**src/rtl/sparse_buf_pkg.sv**
```systemverilog
// Shared definitions for the sparse tensor core operand buffer and its readers.
package sparse_buf_pkg;

  localparam int unsigned DATA_WIDTH   = 64;
  localparam int unsigned ADDR_WIDTH   = 64;
  localparam int unsigned BUFFER_DEPTH = 64;

  typedef enum logic [1:0] {
    IDLE     = 2'd0,
    WAIT_RDY = 2'd1,
    STREAM   = 2'd2,
    DONE     = 2'd3
  } state_e;

endpackage

```
**src/rtl/buffer_reader.sv**
```systemverilog
// Read-side controller for the operand buffer: walks an address window over the
// buffer's combinational read port and presents the words as a valid/ready
// stream with a last flag, then pulses done.
module buffer_reader #(
  parameter int unsigned DATA_WIDTH   = sparse_buf_pkg::DATA_WIDTH,
  parameter int unsigned BUFFER_DEPTH = sparse_buf_pkg::BUFFER_DEPTH,
  parameter int unsigned ADDR_WIDTH   = sparse_buf_pkg::ADDR_WIDTH,
  parameter int unsigned LEN_WIDTH    = 16
) (
  input  logic                  clk,
  input  logic                  rstn,
  input  logic                  start,
  input  logic [ADDR_WIDTH-1:0] base_addr,
  input  logic [LEN_WIDTH-1:0]  len,
  input  logic                  buf_ready,
  output logic                  rd_en,
  output logic [ADDR_WIDTH-1:0] rd_addr,
  input  logic [DATA_WIDTH-1:0] rd_data,
  output logic                  out_valid,
  output logic [DATA_WIDTH-1:0] out_data,
  output logic                  out_last,
  input  logic                  out_ready,
  output logic                  busy,
  output logic                  done
);

  import sparse_buf_pkg::*;

  localparam logic [ADDR_WIDTH-1:0] ADDR_LAST = ADDR_WIDTH'(BUFFER_DEPTH - 1);

  state_e                state_q;
  state_e                state_nxt;
  logic [ADDR_WIDTH-1:0] addr_q;
  logic [LEN_WIDTH-1:0]  count_q;
  logic [LEN_WIDTH-1:0]  len_q;
  logic                  load;
  logic                  accept_last;

  // Read/load decision; the output register may refill in the same cycle it drains.
  always_comb begin
    load        = (state_q == STREAM) && (count_q < len_q) && (!out_valid || out_ready);
    accept_last = out_valid && out_ready && out_last;
    rd_en       = load;
    rd_addr     = (state_q == STREAM) ? addr_q : '0;
    busy        = (state_q != IDLE);
    done        = (state_q == DONE);
  end

  // Next-state logic.
  always_comb begin
    state_nxt = state_q;
    unique case (state_q)
      IDLE:     if (start) state_nxt = (len == '0) ? DONE : WAIT_RDY;
      WAIT_RDY: if (buf_ready) state_nxt = STREAM;
      STREAM:   if (accept_last) state_nxt = DONE;
      DONE:     state_nxt = IDLE;
      default:  state_nxt = IDLE;
    endcase
  end

  // FSM state, transfer bookkeeping and the output register stage.
  always_ff @(posedge clk or negedge rstn) begin
    if (!rstn) begin
      state_q   <= IDLE;
      addr_q    <= '0;
      count_q   <= '0;
      len_q     <= '0;
      out_data  <= '0;
      out_valid <= 1'b0;
      out_last  <= 1'b0;
    end else begin
      state_q <= state_nxt;
      if (state_q == IDLE && start) begin
        addr_q  <= base_addr;
        len_q   <= len;
        count_q <= '0;
      end
      if (load) begin
        out_data  <= rd_data;
        out_valid <= 1'b1;
        out_last  <= (count_q == len_q - LEN_WIDTH'(1));
        count_q   <= count_q + LEN_WIDTH'(1);
        addr_q    <= (addr_q == ADDR_LAST) ? '0 : addr_q + ADDR_WIDTH'(1);
      end else if (out_valid && out_ready) begin
        out_valid <= 1'b0;
        out_last  <= 1'b0;
      end
    end
  end

endmodule

```
**config.mk**
```make
export PLATFORM = sky130hd
export DESIGN_NAME = buffer_reader
export DESIGN_NICKNAME = d
export VERILOG_FILES = /design/src/rtl/sparse_buf_pkg.sv /design/src/rtl/buffer_reader.sv
export SDC_FILE = /design/constraint.sdc
export NUM_CORES = 1
export LEC_CHECK = 0
export ABC_AREA = 1
export BUFFER_PORTS_ARGS = -buffer_cell sky130_fd_sc_hd__buf_2
export CORE_UTILIZATION = 45
export CTS_CLUSTER_SIZE = 25
export DETAILED_ROUTE_END_ITERATION = 16
export GPL_TIMING_DRIVEN = 0
export PLACE_DENSITY = 0.67
export SLEW_MARGIN = 10
export SYNTH_ARGS = -nofsm -noshare
export SYNTH_HDL_FRONTEND = slang
export SYNTH_SLANG_ARGS = --single-unit
export TNS_END_PERCENT = 50
```
**constraint.sdc**
```tcl
create_clock -name clk -period 2.7 [get_ports clk]
set_clock_uncertainty 0.15 [all_clocks]
set_input_delay 0.27 -clock clk [delete_from_list [all_inputs] [get_ports clk]]
set_output_delay 0.27 -clock clk [all_outputs]
set_load 0.03 [all_outputs]
```
After elaboration in Yosys (flattened, before gate mapping). Cells that the tools add are included. W data, S select, Z words.

$add $sub $neg: 3. Magnitude comparators: 1. Equality and inequality tests: 8. Muxes and demuxes: 14. Reduce and logical (&&, ||, !) cells: 13.

Operator list (count): $mux W64 (4); $add A64 B1 Y64 const B (1); $eq A64 B6 Y1 const B (1); $mux W16 (2); $add A16 B1 Y16 const B (1); $eq A16 B16 Y1 (1); $logic_not A16 Y1 (1); $lt A16 B16 Y1 (1); $sub A16 B1 Y16 const B (1); $mux W2 (4); $pmux W2 S4 (1); $ne A2 B2 Y1 const B (3); $reduce_bool A2 Y1 (3); $logic_and A1 B1 Y1 (5); $eq A2 B2 Y1 const B (2); $mux W1 (3); $reduce_and A3 Y1 (1); $eq A2 B1 Y1 const B (1); $logic_not A2 Y1 (1); $logic_not A1 Y1 (1); $logic_or A1 B1 Y1 (1).

Register bits after elaboration: 164. Logic and storage cells: 46.

Longest topological paths before layout.
Word-level depth: 4. Mapped depth: 14. Depth with buffers taken out: 13.

Worst setup path after synthesis. OpenSTA, ideal clock, no wires.

Kind: flip-flop to output port. Start: register count_q[5]. End: output port rd_en. Arrival: 1763 ps. Required time: 2280 ps. Path slack: 517 ps. Stages on the path, launching flop included: 11. Buffers on the path: 2. Cell sequence: dfrtp_1 ha_1 a21oi_1 nor2_1 nor3_1 nand2_1 nand2_1 nand3_1 nor2_1 buf_4 buf_2.

Longest elaborated chain between the ends: 3.

RTL lines: start, declared (line buffer_reader.sv:34) `logic [LEN_WIDTH-1:0] count_q;`; start signal, assigned (line buffer_reader.sv:82) `count_q <= count_q + LEN_WIDTH'(1);`; $lt A16 B16 Y1 (line buffer_reader.sv:41) `load = (state_q == STREAM) && (count_q < len_q) && (!out_valid || out_ready);`; $logic_and A1 B1 Y1 (2 in a row) (line buffer_reader.sv:41); end, declared (line buffer_reader.sv:16) `output logic rd_en,`.

No other way between the ends.

Worst setup path in the final report.
Start: register state_q[0]. End: output port rd_addr[15].

Longest elaborated chain between the ends: 2.

RTL lines: start, declared (line buffer_reader.sv:31) `state_e state_q;`; start signal, assigned (line buffer_reader.sv:72) `state_q <= state_nxt;`; $eq A2 B2 Y1 (line buffer_reader.sv:44) `rd_addr = (state_q == STREAM) ? addr_q : '0;`; $mux W64 (line buffer_reader.sv:44); end, declared (line buffer_reader.sv:17) `output logic [ADDR_WIDTH-1:0] rd_addr,`.

No other way between the ends.

==> results_dict.tcl <==
set metrics [dict create \
    yosysTopAreaCell "dfrtp_1" \
    layout-drive-gt1-share_pct 19.95 \
    crit_arrival_ns 2.24 \
    numCtsBuffers 17 \
    io_pins 282 \
    clk-insertion-delay-late_ns 0.44 \
    multi_input_area_um2 5952 \
    dieArea_um2 25490 \
    hold_end "addr_q[41]$_DFFE_PN0P_" \
    r2r-start "len_q[9]$_DFFE_PN0P_" \
    synth_cells 1751 \
    synth_edf_count 0 \
    synthXorXnorAreaFrac_pct 6.109 \
    fin_nets 2335 \
    grt_pass1_vias 11820 \
    dp_hpwl_um 28750 \
    endpoint_kind "output pin" \
    rows 57 \
    cts_tree "yes" \
    wire_per_inst_um 15.68 \
    crit_path_start_kind "flip-flop" \
    htree_levels 4 \
    grt_pass1_wl_um 61240 \
    die_x_um 159.6 \
    clk_pin_slew_ns 0.08 \
    worst_pin_slew_ns 0.6401 \
    max_cap_viol_count 0 \
    synth_mux_area_share_pct 0 \
    p_leak_nw 8.352 \
    synth_fp_nets 1924 \
    antenna_found_initial 1 \
    slew_violations 0 \
    fp.coreArea_um2 24320 \
    synthArstFlopShare_pct 100.0 \
    chipHeight_um 159.6 \
    grt_start_max_net_pins 100 \
    cpPeakStageDelay_ns 0.41 \
    yosys_warnings 0 \
    r2r_cells 15 \
    synth_most_common_cell "nand2_1" \
    outcome "complete, no violations" \
    grt-ovfl-total 0 \
    rsz0062_at_grt "true" \
    crit_fanout 10 \
    route.vias.total 12450 \
    clkSinkCount 164 \
    place.gp.congestion 0.9327 \
    viasPerCell 4.982 \
    io_buffers 281 \
    holdCritStartpoint "base_addr[41]" \
    synth-seq-area-share_pct 36.70 \
    final_core_util_pct 61.58 \
    setup_viol 0 \
    synth_ff_type "dfrtp_1" \
    cts_max_path_buffers 2 \
    max-vdd-ir-drop_mv 0.8716 \
    synth.distinct_cells 29 \
    hp-class "in2reg" \
    relSlewSlack_pct 57.33 \
    n_fill_cell 2359 \
    dpl_worst_slack_ns -0.05446 \
    cp_common_cell "inv_1" \
    syn_area_um2 11180 \
    fin_crit_sh_pct 98.37 \
    synth_compound_area_share_pct 2.305 \
    start_util_pct 45.98 \
    finalWorstSetupSlack_ns 0.04411 \
    synth_top_area_share_pct 36.70 \
    final-seq-area_um2 4114 \
    grt.total_usage_pct 30.39 \
    crit_chain "inv_1 > ha_1 > clkbuf_4 > clkbuf_2 > nand2_1 > inv_1 > buf_2" \
    yosys-top-cells-count "nand2_1 (626), nor2_1 (256), inv_1 (236)" \
    synth_top_family_by_area "simple AND/OR/NAND/NOR gates" \
    wl_um 39190 \
    synthAdderAreaFrac_pct 2.685 \
    drt_drc_violations_left 0 \
    ys_ff_latch 164 \
    drt_iter0_markers 801 \
    powerDensity_nw_per_um2 1046 \
    synth.area.top_cells "dfrtp_1 (37%), nand2_1 (21%), nand3_1 (8.6%), nor2_1 (8.6%), inv_1 (7.9%)" \
    synth-simple-area-share_pct 41.16 \
    cp_data_required_time_ns 2.28 \
    ant_nets 0 \
    finalCriticalPeriod_ns 2.656 \
    r2r_slack_ns 0.14 \
    fmax_mhz 376.5 \
    r2r_end "out_data[46]$_DFFE_PN0P_" \
    avgSynthCellArea_um2 6.387 \
    crit_slowest_cell "dfrtp_1" \
    holdPathStages 5 \
    crit_type "reg2out" \
    hold_viol 0 \
    clockRootBuffer "clkbuf_16" \
    area_growth_pct 33.92 \
    dr.pass1.iters 10 \
]
-- cell families (layout without fill, tap and decap cells) --
logic type | after synthesis | count (layout)
other | 0 | 1
and+or+nand+nor | 1129 | 1129
DFF | 164 | 164
xor gates and xnor gates | 78 | 78
adders and majority gates | 24 | 24
buffers and inverters | 306 | 730
AOI/OAI and AO/OA | 50 | 50
-- through the flow --
stage | power [mW] | instance area (um^2) | hold slack [ns] | std cells | TNS (ns)
global placement | 12.13 | 13000 | 0.3083 | 2356 | -226.69
detailed placement | 12.31 | 13030 | 0.09331 | 2357 | -0.1163
floorplan | 9.903 | 11180 | -0.1756 | 1751 | 0
global route | 16.79 | 14980 | 0.02594 | 2500 | -0.7066
CTS | 15.15 | 14570 | 0.002659 | 2479 | 0
finish | 15.67 | 14980 | 0.002438 | 2500 | 0
-- worst max-delay path by stage --
stage	startpoint	end	slack (ns)	cells after the start
global route	len_q[6]$_DFFE_PN0P_	rd_en	-0.09	11
CTS	count_q[5]$_DFFE_PN0P_	rd_en	0.007	10
floorplan	count_q[5]$_DFFE_PN0P_	rd_en	0.52	10
finish	state_q[0]$_DFFE_PN0P_	rd_addr[15]	0.04	7
detailed placement	state_q[0]$_DFFE_PN0P_	rd_addr[15]	-0.05	7
global placement	rstn	addr_q[42]$_DFFE_PN0P_	-1.40	1
-- registers in the layout (all words and copies together), names as in the netlist --
register and flops:
addr_q 64, out_valid 1, state_q 2, out_last 1
len_q 16, count_q 16, out_data 64
-- where the power goes --
part / switching (mW) / internal (mW) / total (mW)
registers: 1.14 / 3.50 / 4.64
logic: 5.49 / 2.89 / 8.38
clock network: 1.29 / 1.36 / 2.64
total: 7.92 / 7.74 / 15.7
-- layer usage --
layer	up-vias	routed length (um)	global-route usage (%)
li1	6158	-	-
met1	5788	17230	40.22
met2	459	18160	50.50
met3	49	2954	6.130
met4	0	851	8.173
met5	-	0	0
-- worst max-delay path, delay by kind of cell (launching register included) --
kind	cells	cell delay [ns]
adder cells (fa/ha/maj)	1	0.27
flip-flops	1	0.41
buffers and inverters	5	0.99
AND/OR/NAND/NOR	1	0.10
-- layout by cell type, fill, tap and decap left out, types with 19 or more instances in the layout --
cell type / synthesis / layout
dfrtp_1: 164 / 156
buf_4: 13 / 38
a21oi_1: 24 / 19
ha_1: 24 / 20
buf_2: 23 / 288
dlygate4sd3_1: 0 / 82
xor2_1: 57 / 57
xnor2_1: 21 / 21
nand2_1: 626 / 623
nand3_1: 192 / 189
inv_1: 236 / 229
clkbuf_16: 0 / 19
nor3_1: 20 / 20
nor2_1: 256 / 254
-- cell type report --
type,instances,share of cell area [%]
Multi-Input combinational cell,1281,39.74
Sequential cell,164,27.47
Timing Repair Buffer,393,17.04
Inverter,236,5.915
Buffer,69,2.891
Clock buffer,17,2.840
Tap cell,324,2.707
Clock inverter,15,1.378
Antenna cell,1,0.01671
-- timing repair --
item                                   in CTS  in global routing
resized for setup                          10                 85
hold buffers                               82                  0
setup endpoints to repair                  56                187
setup buffers                               9                 18
endpoints found under the hold margin     147                  0
pin swaps                                   2                 10
gates cloned                                0                  3
Note: power is estimated with default switching activity, not from simulation.
